===== config.mk =====
export PLATFORM = sky130hd
export DESIGN_NAME = n64_ctrl_sniffer_mc
export DESIGN_NICKNAME = d
export VERILOG_FILES = /design/src/rtl/n64_ctrl_sniffer_mc.sv
export SDC_FILE = /design/constraint.sdc
export NUM_CORES = 1
export LEC_CHECK = 0
export CORE_ASPECT_RATIO = 1.4
export CORE_MARGIN = 1.5
export CORE_UTILIZATION = 40
export CTS_CLUSTER_SIZE = 25
export DETAILED_ROUTE_END_ITERATION = 10
export GPL_ROUTABILITY_DRIVEN = 0
export GPL_TIMING_DRIVEN = 0
export RECOVER_POWER = 25
export SYNTH_ARGS = -nofsm -noshare
export SYNTH_HDL_FRONTEND = slang
export SYNTH_SLANG_ARGS = --single-unit

===== constraint.sdc =====
create_clock -name CTRL_CLK -period 4.3 [get_ports CTRL_CLK]
set_input_delay 0.86 -clock CTRL_CLK [delete_from_list [all_inputs] [get_ports CTRL_CLK]]
set_output_delay 0.86 -clock CTRL_CLK [all_outputs]
set_load 0.02 [all_outputs]

===== src/rtl/n64_ctrl_sniffer_mc.sv =====
// rtl/n64_ctrl_sniffer_mc.sv - multi-channel N64 controller response sniffer
// In-game reset logic is compiled in only with `define N64_CTRL_IGR_EN.
module n64_ctrl_sniffer_mc #(
  parameter int         NUM_CH     = 1,
  parameter int         RESP_BITS  = 32,
  parameter int         CNT_W      = 8,
  parameter logic [7:0] CMD_ID     = 8'h01,
  parameter int         IGR_FRAMES = 1,
  parameter int         RST_CNT_W  = 20
) (
  input  logic                        CTRL_CLK,
  input  logic                        CTRL_RST,
  input  logic [NUM_CH-1:0]           CTRL_i,
  input  logic [NUM_CH-1:0]           ctrl_tack_i,
  output logic [NUM_CH*RESP_BITS-1:0] ctrl_data_o,
  output logic [NUM_CH-1:0]           ctrl_valid_o,
  output logic [NUM_CH-1:0]           ctrl_ovr_o,
  output logic [NUM_CH-1:0]           ctrl_detected_o,
  input  logic                        igr_en_i,
  input  logic [15:0]                 igr_combo_i,
  output logic                        N64_nRST_drv_o
);

  typedef enum logic [1:0] {S_IDLE, S_CMD, S_RESP} state_t;

  localparam logic [5:0] RB6 = 6'(RESP_BITS);

  for (genvar c = 0; c < NUM_CH; c++) begin : g_ch
    logic [2:0]           hist;
    logic [2:0]           tack_sync;
    logic [CNT_W-1:0]     cnt;
    logic [CNT_W-1:0]     low_cnt;
    logic [5:0]           bit_cnt;
    logic [7:0]           cmd_sr;
    logic [RESP_BITS-1:0] resp_sr;
    logic [RESP_BITS-1:0] data_q;
    logic                 valid_q, ovr_q, det_q, done_q;
    state_t               state, state_nx;
    logic                 fall, rise, sat, bit_val, tack_tgl;
    logic                 shift_cmd, shift_resp, frame_done, lost;

    assign fall     = hist[2] & ~hist[1];
    assign rise     = ~hist[2] & hist[1];
    assign sat      = &cnt;
    // A bit is a 1 when its low phase was shorter than its high phase.
    assign bit_val  = low_cnt < cnt;
    assign tack_tgl = tack_sync[2] ^ tack_sync[1];

    always_ff @(posedge CTRL_CLK or posedge CTRL_RST) begin
      if (CTRL_RST) state <= S_IDLE;
      else          state <= state_nx;
    end

    always_comb begin
      state_nx = state;
      case (state)
        S_IDLE: if (fall && sat) state_nx = S_CMD;
        S_CMD: begin
          if (sat) state_nx = S_IDLE;
          else if (fall && bit_cnt == 6'd8) state_nx = (cmd_sr == CMD_ID) ? S_RESP : S_IDLE;
        end
        S_RESP: begin
          if (sat) state_nx = S_IDLE;
          else if (fall && bit_cnt == RB6) state_nx = S_IDLE;
        end
        default: state_nx = S_IDLE;
      endcase
    end

    always_comb begin
      shift_cmd  = 1'b0;
      shift_resp = 1'b0;
      frame_done = 1'b0;
      lost       = 1'b0;
      case (state)
        S_CMD: begin
          shift_cmd = !sat && fall && (bit_cnt < 6'd8);
          lost      = sat && (bit_cnt == 6'd8);
        end
        S_RESP: begin
          shift_resp = !sat && fall && (bit_cnt < RB6);
          frame_done = !sat && fall && (bit_cnt == RB6);
        end
        default: ;
      endcase
    end

    always_ff @(posedge CTRL_CLK or posedge CTRL_RST) begin
      if (CTRL_RST) begin
        hist      <= 3'b111;
        tack_sync <= 3'b000;
        cnt       <= '0;
        low_cnt   <= '0;
        bit_cnt   <= '0;
        cmd_sr    <= '0;
        resp_sr   <= '0;
        data_q    <= '0;
        valid_q   <= 1'b0;
        ovr_q     <= 1'b0;
        det_q     <= 1'b0;
        done_q    <= 1'b0;
      end else begin
        hist      <= {hist[1:0], CTRL_i[c]};
        tack_sync <= {tack_sync[1:0], ctrl_tack_i[c]};
        if (fall || rise) cnt <= '0;
        else if (!sat)    cnt <= cnt + 1'b1;
        if (rise) low_cnt <= cnt;
        if (state_nx != state)        bit_cnt <= '0;
        else if (shift_cmd || shift_resp) bit_cnt <= bit_cnt + 6'd1;
        if (shift_cmd)  cmd_sr  <= {cmd_sr[6:0], bit_val};
        if (shift_resp) resp_sr <= {bit_val, resp_sr[RESP_BITS-1:1]};
        done_q <= frame_done;
        if (frame_done) det_q <= 1'b1;
        else if (lost)  det_q <= 1'b0;
        // A landing frame wins over a same-cycle acknowledge.
        if (done_q) begin
          data_q  <= resp_sr;
          valid_q <= 1'b1;
          ovr_q   <= ovr_q | valid_q;
        end else if (tack_tgl) begin
          valid_q <= 1'b0;
          ovr_q   <= 1'b0;
        end
      end
    end

    assign ctrl_data_o[c*RESP_BITS +: RESP_BITS] = data_q;
    assign ctrl_valid_o[c]    = valid_q;
    assign ctrl_ovr_o[c]      = ovr_q;
    assign ctrl_detected_o[c] = det_q;
  end

`ifdef N64_CTRL_IGR_EN
  logic [3:0]           igr_frames;
  logic [RST_CNT_W-1:0] rst_cnt;
  logic [15:0]          igr_word;

  assign igr_word = 16'(g_ch[0].resp_sr);

  always_ff @(posedge CTRL_CLK or posedge CTRL_RST) begin
    if (CTRL_RST) begin
      igr_frames <= '0;
      rst_cnt    <= '0;
    end else begin
      if (rst_cnt != '0) rst_cnt <= rst_cnt - 1'b1;
      if (g_ch[0].done_q) begin
        if (igr_en_i && igr_word == igr_combo_i) begin
          if (({1'b0, igr_frames} + 5'd1) >= 5'(IGR_FRAMES)) begin
            igr_frames <= '0;
            rst_cnt    <= '1;
          end else begin
            igr_frames <= igr_frames + 4'd1;
          end
        end else begin
          igr_frames <= '0;
        end
      end
    end
  end

  assign N64_nRST_drv_o = |rst_cnt;
`else
  localparam int unused_cfg = IGR_FRAMES + RST_CNT_W;
  logic unused_igr;
  assign unused_igr     = ^{igr_en_i, igr_combo_i};
  assign N64_nRST_drv_o = 1'b0;
`endif

endmodule


==> reports/results.txt, run 1 <==
Routed Antenna Nets - 0
CP arrival - 2.96 ns
Ys flop type - dfrtp_1
Worst setup SP type - input pin
Library cells used by synthesis - 45
Max Clock Skew - 0.00847 ns
Commonest non-fill, non-tap cell in the layout - dfrtp_1
Post-synth EDFFs - 0
Total Die Area - 0.0121 mm^2
Logic gate share of total power - 0.043
Req. time, crit path - 4.79 ns
Final Util - 0.485
Mapped cell area - 0.00457 mm^2
Pwr dens - 350 mW/mm^2
Crit-path leading delay family - buffers and inverters
Total track usage - 0.134
Initial Utilization - 0.407
Crit. path cell count - 3
Period utilization - 0.573
Worst-path cell chain - dlygate4sd3_1 > clkinvlp_2 > buf_16
CTS sink cnt - 106
Clock power share - 0.421
Vias - 2,560
Clock transition at path regs - 0.07 ns
Tightest Pin Transition - 1.96 ns
Setup Viol. Count Final - 0
CTS Buf Count - 9
WL final - 7250 um
Final TNS setup - 0 ns
Most frequent cells in the layout - dfrtp_1, mux2_2, clkdlybuf4s50_1
Worst R2R Path Depth - 8
Total grt overflow - 0
FP Rows - 46
# DRC - 0
Status - finished with violations
DRT Pass-1 Iters - 4
Pint - 0.00151 W
I/O Pins - 57
Post-Syn Area per Cell - 14.3 um^2
Minimum clock period - 2.46 ns
Die height - 130 um
Post-CTS resize count - 0
Final hold vios - 0
Max IR drop VDD - 0.229 mV
CTS tree - done
Clk root buf - clkbuf_16
Ant diodes - 0
DR iter-0 viols - 88
Failing checks - max-capacitance violations, max-slew violations
Die X - 93.4 um
Leak Pwr - 2.64 nW
Nets - 403
Clk_lat worst skew - 0.34 ns
Critical-path top delay cell - clkinvlp_2
DR vias/cell - 4.94
Net Sw Power - 0.000400 W
Crit path capture type - async pin
Initial antenna violation count - 0
Post-Syn Instances - 320
Seq/Total Area, Yosys - 0.581
Syn nets - 353
Area grow syn2layout - 19.1%
Achievable Freq - 0.406 GHz
Detailed Place HPWL - 5190 um
Worst hold path type - flop to flop
WP buf/inv - 3
Layout cells sized above 1 - 0.299
Worst Setup Path Type - input pin to async pin
Yosys Warn Count - 0
Asr flop ratio synth - 1.00
Core area - 0.0112 mm^2
Worst-path fanout max - 65
First-pass GRT wire length - 12,600 um
Number of synthesized register bits - 106
Worst slew margin - -0.312
WL/cell - 14.0 um
Hold depth - 0
RSZ-0062 raised after global routing - no
Slew Viols, Final - 42
Sw Share - 0.210
Post-CTS setup buffers - 0
CTS Hold Bufs - 0
Max clock buf depth - 2
Largest net degree at the start of global routing - 66
H-tree depth - 3
Port Buffers - 38
Maxcap violations - 1
Vias in the first global route - 2,652
Flop pwr share - 0.536
Slowest stage delay, CP - 1.14 ns
-- routing by layer --
layer	global-route usage	wire, um	vias to the layer above
li1	-	-	1211
met1	0.158	3110	1306
met2	0.231	3800	34
met3	0.0399	209	9
met4	0.0472	126	0
met5	0	0	-
-- through the flow --
step / instance area (um^2) / hold WS [ns] / power, W / setup WS (ns) / std cells
floorplan: 4570 / 0.331 / 0.00110 / 0.656 / 320
global placement: 5130 / 0.337 / 0.00112 / -0.913 / 502
detailed placement: 5160 / 0.343 / 0.00113 / 2.25 / 503
CTS: 5460 / 0.354 / 0.00194 / 2.10 / 518
global route: 5450 / 0.370 / 0.00199 / 1.55 / 518
finish: 5450 / 0.350 / 0.00191 / 1.84 / 518
-- cell usage after synthesis, types with 2 or more instances --
cell	instances	area share
dfstp_2	3	0.017
o21ai_0	8	0.0088
inv_1	17	0.014
a21oi_1	8	0.0088
nor3_2	2	0.0044
mux2i_1	2	0.0044
nand2_1	9	0.0074
buf_6	5	0.012
nor2_1	15	0.012
dfrtp_1	103	0.56
and3_1	2	0.0027
xnor2_1	8	0.015
nor2b_1	2	0.0027
mux2_4	29	0.095
a31oi_1	2	0.0027
clkbuf_1	4	0.0033
nor3_1	5	0.0055
nand2b_1	2	0.0027
ha_1	12	0.033
nand3_1	6	0.0066
and4_1	2	0.0038
or3_1	3	0.0041
mux2_2	49	0.12
-- flip-flops by register name (all words and copies together) (netlist names) --
register	flops
ctrl_data_o	32
g_ch.resp_sr	32
g_ch.cmd_sr	8
g_ch.cnt	8
g_ch.low_cnt	8
g_ch.bit_cnt	6
g_ch.hist	3
g_ch.tack_sync	3
g_ch.state	2
ctrl_detected_o	1
ctrl_ovr_o	1
ctrl_valid_o	1
g_ch.done_q	1
-- power by group through the flow --
stage	Clock (W)	Sequential [W]	Combinational [W]
finish	0.000803	0.00102	0.0000825
global route	0.000873	0.00102	0.0000979
CTS	0.000835	0.00102	0.0000875
detailed placement	0	0.00104	0.0000873
global placement	0	0.00104	0.0000814
floorplan	0	0.00104	0.0000605
-- final timing paths --
path                                       from                    to  slack [ns]
max reg2reg                      g_ch[0].cnt[0]   g_ch[0].resp_sr[12]        2.21
min                        g_ch[0].tack_sync[0]  g_ch[0].tack_sync[1]        0.35
min reg2reg                g_ch[0].tack_sync[0]  g_ch[0].tack_sync[1]        0.35
max                                    CTRL_RST       ctrl_data_o[11]        1.84
max in group CTRL_CLK           ctrl_detected_o       ctrl_detected_o        2.13
min in group asynchronous              CTRL_RST       ctrl_data_o[20]        1.49
-- layout make-up --
type / count / area, um^2
Clock inverter: 4 / 52.6
Timing Repair Buffer: 39 / 408
Clock buffer: 11 / 243
Tap cell: 144 / 180
Inverter: 17 / 65.1
Sequential cell: 106 / 2660
Fill cell: 1008 / 5780
Buffer: 11 / 75.1
Multi-Input combinational cell: 186 / 1770
-- cell families after synthesis --
logic type               synth area share
XOR/XNOR                           0.0153
adder cells (fa/ha/maj)            0.0328
other                            0.000820
AND/OR/NAND/NOR                    0.0813
flip-flops                          0.581
buffers and inverters              0.0323
multiplexers                        0.220
AO/OA/AOI/OAI                      0.0364
(Power assumes the default switching activity.)
==> run 2, diff against run 1 <==
Clock period 4.3 ns to 2.12 ns, I/O delays scaled along.
==> reports/results.txt, run 2 (synthesis gave the netlist of run 1 again) <==
Setup Viol. Count Final - 0 (unchanged)
Final worst-path setup slack - 0.156 ns (-1.68 ns)
Die height - 130 um (unchanged)
First-pass GRT wire length - 13,200 um (+4.0%)
Post-CTS setup buffers - 0 (unchanged)
DR iter-0 viols - 99 (+13%)
Setup crit start - g_ch[0].cnt[0]
Fillers - 993 (-1.5%)
Tightest Pin Transition - 1.35 ns (-0.607 ns)
# DRC - 0 (unchanged)
Net Sw Power - 0.000827 W (+110%)
Crit-path leading delay family - simple AND/OR/NAND/NOR gates
DP Worst Slack - 0.160 ns (-2.10 ns)
Slowest stage delay, CP - 0.43 ns (-0.71 ns)
I/O Pins - 57 (unchanged)
Commonest non-fill, non-tap cell in the layout - dfrtp_1
Pint - 0.00295 W (+96%)
Worst r2r src - g_ch[0].cnt[0]
Logic gate share of total power - 0.045 (+0.002)
Cell mode on critical path - buf_6
Initial antenna violation count - 0 (unchanged)
Core area - 0.0112 mm^2 (unchanged)
Period utilization - 0.927
FP Rows - 46 (unchanged)
CP arrival - 2.19 ns (-0.77 ns)
Final hold vios - 0 (unchanged)
Max clock buf depth - 2 (unchanged)
Total power - 0.00377 W (+98%)
Clock power share - 0.406 (-0.015)
WP buf/inv - 2 (-1)
Leak Pwr - 2.65 nW (+0.71%)
Worst Setup Path Type - flop to flop
Post-CTS resize count - 0 (unchanged)
Pwr dens - 693 mW/mm^2 (+98%)
Vias in the first global route - 2,651 (-0.038%)
Max Clock Skew - 0.00744 ns (-0.00102 ns)
CTS sink cnt - 106 (unchanged)
Max IR drop VDD - 0.301 mV (+31%)
Minimum clock period - 1.96 ns
Worst-path cell chain - ha_1 > and2_4 > buf_6 > and3_4 > nor2_8 > nand2_4 > buf_6 > mux2_4
Req. time, crit path - 2.34 ns (-2.45 ns)
Area grow syn2layout - 19.2% (about the same)
Layout cells sized above 1 - 0.306 (+0.00639)
Worst hold path type - flop to flop
Most frequent cells in the layout - dfrtp_1, mux2_2, clkdlybuf4s50_1
Ant diodes - 0 (unchanged)
Clock transition at path regs - 0.07 ns (about the same)
Total track usage - 0.140 (+0.00550)
WL/cell - 14.4 um (+2.9%)
H-tree depth - 3 (unchanged)
Vias - 2,549 (-0.43%)
DR vias/cell - 4.90 (-0.81%)
Worst setup SP type - flop
WHS - 0.355 ns (+0.00481 ns)
R2R Setup Slk - 0.16 ns (-2.05 ns)
Initial Utilization - 0.407 (unchanged)
Flop pwr share - 0.549 (+0.013)
Clk root buf - clkbuf_16
Critical-path top delay cell - dfrtp_1
CTS Buf Count - 9 (unchanged)
Maxcap violations - 0 (-1)
WL final - 7490 um (+3.3%)
CTS tree - done
HP Start - g_ch[0].tack_sync[0]
Worst-path fanout max - 10 (-85%)
Worst slew margin - 0.0944 (+0.407)
Achievable Freq - 0.509 GHz
CTS Hold Bufs - 0 (unchanged)
Largest net degree at the start of global routing - 44 (-33%)
Detailed Place HPWL - 5260 um (+1.4%)
Routed Antenna Nets - 0 (unchanged)
RSZ-0062 raised after global routing - no
Status - complete, no violations
Port Buffers - 38 (unchanged)
Nets - 404 (+0.25%)
Clk_lat worst skew - 0.34 ns (about the same)
Crit path capture type - flop
Die X - 93.4 um (unchanged)
Sw Share - 0.219 (+0.00941)
Total Die Area - 0.0121 mm^2 (unchanged)
Total grt overflow - 0 (unchanged)
Slew Viols, Final - 0 (-100%)
DRT Pass-1 Iters - 4 (unchanged)
-- run 2: stage by stage --
step                      cells  setup TNS (ns)  utilization  instance area (um^2)
after floorplan             320               0            -                  4580
after CTS                   520               0        0.486                  5450
after global routing        520               0        0.486                  5450
after global placement      502          -66.41        0.458                  5140
after detailed placement    504               0        0.461                  5180
final                       520               0        0.486                  5450
-- run 2: cell type report --
type	instances	area, um^2	share of cell area
sequential	106	2660	0.487
tap	144	180	0.0331
clock inverter	4	27.5	0.00505
multi-input combinational	186	1770	0.325
buffer	11	83.8	0.0154
clock buffer	12	246	0.0452
inverter	17	65.1	0.0119
timing repair buffer	40	420	0.0772
-- run 2: power by group through the flow --
stage               sequential [W]  clock [W]  combinational [W]
floorplan                  0.00210          0           0.000123
global placement           0.00211          0           0.000166
detailed placement         0.00211          0           0.000178
CTS                        0.00207    0.00159           0.000179
global route               0.00207    0.00165           0.000198
finish                     0.00207    0.00153           0.000169
-- run 2: worst paths after layout --
path | end | depth (start not counted)
min | g_ch[0].tack_sync[1] | 0
max reg2reg | g_ch[0].resp_sr[13] | 8
min reg2reg | g_ch[0].tack_sync[1] | 0
max in group asynchronous | g_ch[0].resp_sr[22] | 3
min in group asynchronous | g_ch[0].resp_sr[9] | 2
max | g_ch[0].resp_sr[13] | 8
-- run 2: metal layers --
layer  vias to the layer above  track usage  share of wire
li1                       1217            -              -
met1                      1283        0.180           0.44
met2                        36        0.223           0.51
met3                        13       0.0200          0.025
met4                         0       0.0820          0.027
met5                         -            0              0
==> run 3, diff against run 2 <==
Settings changed: PLACE_DENSITY from default to 0.7.
==> reports/results.txt, run 3 (synthesis gave the netlist of run 1 again) <==
Flop pwr share - 0.551 (+0.002)
DP Worst Slack - 0.159 ns (-0.000614 ns)
Fillers - 1,000 (+0.70%)
Largest net degree at the start of global routing - 42 (-4.5%)
Clk root buf - clkbuf_16
Most frequent cells in the layout - dfrtp_1, mux2_2, clkdlybuf4s50_1
Layout cells sized above 1 - 0.307 (+0.000816)
Die X - 93.4 um (unchanged)
Sw Share - 0.217 (-0.00176)
Post-CTS resize count - 0 (unchanged)
Worst R2R Path Depth - 8 (unchanged)
Achievable Freq - 0.509 GHz (about the same)
Pint - 0.00294 W (-0.16%)
Hold depth - 0 (unchanged)
DR vias/cell - 4.97 (+1.3%)
Final hold vios - 0 (unchanged)
Met2 wire length - 3810 um (about the same)
Area grow syn2layout - 19.1% (about the same)
RSZ-0062 raised after global routing - no
Initial antenna violation count - 0 (unchanged)
First-pass GRT wire length - 13,000 um (-0.84%)
FP Rows - 46 (unchanged)
CTS Buf Count - 9 (unchanged)
Worst r2r src - g_ch[0].cnt[0]
Minimum clock period - 1.97 ns (+0.00151 ns)
Slew Viols, Final - 0 (unchanged)
R2R Setup Slk - 0.15 ns (about the same)
CTS sink cnt - 106 (unchanged)
Vias - 2,578 (+1.1%)
DRT Pass-1 Iters - 4 (unchanged)
WL final - 7470 um (-0.21%)
H-tree depth - 3 (unchanged)
# DRC - 0 (unchanged)
Commonest non-fill, non-tap cell in the layout - dfrtp_1
Setup Viol. Count Final - 0 (unchanged)
Status - complete, no violations
Period utilization - 0.927 (about the same)
Routed Antenna Nets - 0 (unchanged)
Worst Setup Path Type - flop to flop
Wire length on met3 - 220 um (+16%)
Max clock buf depth - 2 (unchanged)
Worst hold path type - flop to flop
CP arrival - 2.19 ns (about the same)
Logic gate share of total power - 0.046 (about the same)
Initial Utilization - 0.407 (unchanged)
I/O Pins - 57 (unchanged)
HP Start - g_ch[0].tack_sync[0]
Core area - 0.0112 mm^2 (unchanged)
Total grt overflow - 0 (unchanged)
Met1 wire length - 3260 um (-0.88%)
Total track usage - 0.138 (-0.00126)
Uppermost routed layer - met4
Req. time, crit path - 2.35 ns (about the same)
Crit path capture type - flop
Vias in the first global route - 2,764 (+4.3%)
Post-CTS setup buffers - 0 (unchanged)
Worst setup SP type - flop
Clk_lat worst skew - 0.34 ns (about the same)
CTS tree - done
Clock power share - 0.403 (-0.003)
Clock transition at path regs - 0.06 ns (about the same)
Total power - 0.00376 W (-0.39%)
DR iter-0 viols - 61 (-38%)
Detailed Place HPWL - 5310 um (+0.86%)
Max IR drop VDD - 0.345 mV (+15%)
Pwr dens - 690 mW/mm^2 (-0.32%)
Die height - 130 um (unchanged)
Hold endpoint - g_ch[0].tack_sync[1]
Post-layout instance area - 0.00545 mm^2 (about the same)
Worst-path fanout max - 10 (unchanged)
Nets - 404 (unchanged)
Final worst-path setup slack - 0.154 ns (-0.00151 ns)
Leak Pwr - 2.65 nW (about the same)
Final Util - 0.485 (about the same)
Worst slew margin - 0.158 (+0.0638)
Tightest Pin Transition - 1.26 ns (-0.0952 ns)
Ant diodes - 0 (unchanged)
CTS Hold Bufs - 0 (unchanged)
Total Die Area - 0.0121 mm^2 (unchanged)
Max Clock Skew - 0.00778 ns (+0.000333 ns)
WL/cell - 14.4 um (about the same)
Net Sw Power - 0.000817 W (-1.2%)
Port Buffers - 38 (unchanged)
Placed Area - 0.00518 mm^2 (unchanged)
R2R Path End - g_ch[0].resp_sr[0]
Maxcap violations - 0 (unchanged)
## run 3: cell type report
cell class	count	area, um^2	area share
buffer	11	83.8	0.0154
multi-input combinational	186	1770	0.325
clock buffer	11	243	0.0446
sequential	106	2660	0.488
tap	144	180	0.0331
clock inverter	4	27.5	0.00506
inverter	17	65.1	0.0119
timing repair buffer	40	420	0.0772
## run 3: metal layers
| metal | vias up | track usage |
|---|---|---|
| li1 | 1213 | - |
| met1 | 1308 | 0.170 |
| met2 | 43 | 0.229 |
| met3 | 14 | 0.0223 |
| met4 | 0 | 0.0811 |
| met5 | - | 0 |
## run 3: how the worst max path moves through the flow
stage | start | end | slack [ns] | cells after the start
6_report | g_ch[0].cnt[0] | g_ch[0].resp_sr[0] | 0.15 | 8
5_1_grt | g_ch[0].bit_cnt[0] | g_ch[0].bit_cnt[4] | 0.07 | 7
4_1_cts | g_ch[0].cnt[0] | g_ch[0].resp_sr[11] | 0.14 | 8
3_5_place_dp | g_ch[0].cnt[0] | g_ch[0].resp_sr[1] | 0.16 | 8
3_3_place_gp | CTRL_RST | ctrl_data_o[21] | -0.56 | 2
2_1_floorplan | g_ch[0].cnt[0] | g_ch[0].resp_sr[0] | 0.28 | 8
## run 3: stage by stage
stage / hold WS, ns / setup TNS (ns) / std cells
3_5_place_dp: 0.343 / 0 / 504
5_1_grt: 0.364 / 0 / 519
2_1_floorplan: 0.331 / 0 / 320
6_report: 0.362 / 0 / 519
3_3_place_gp: 0.343 / -57.58 / 502
4_1_cts: 0.358 / 0 / 519
## run 3: power groups by stage
| stage | registers (W) | logic, W | clock network, W |
|---|---|---|---|
| floorplan | 0.00210 | 0.000123 | 0 |
| global placement | 0.00211 | 0.000160 | 0 |
| detailed placement | 0.00211 | 0.000178 | 0 |
| CTS | 0.00207 | 0.000179 | 0.00157 |
| global route | 0.00207 | 0.000199 | 0.00165 |
| finish | 0.00207 | 0.000173 | 0.00151 |
## run 3: critical path, cell delays in order, from the launching register on
cell,delay [ns]
dfrtp_1,0.43
ha_1,0.24
and2_4,0.16
buf_6,0.12
and3_4,0.20
nor2_8,0.12
nand2_4,0.09
buf_6,0.17
mux2_4,0.30
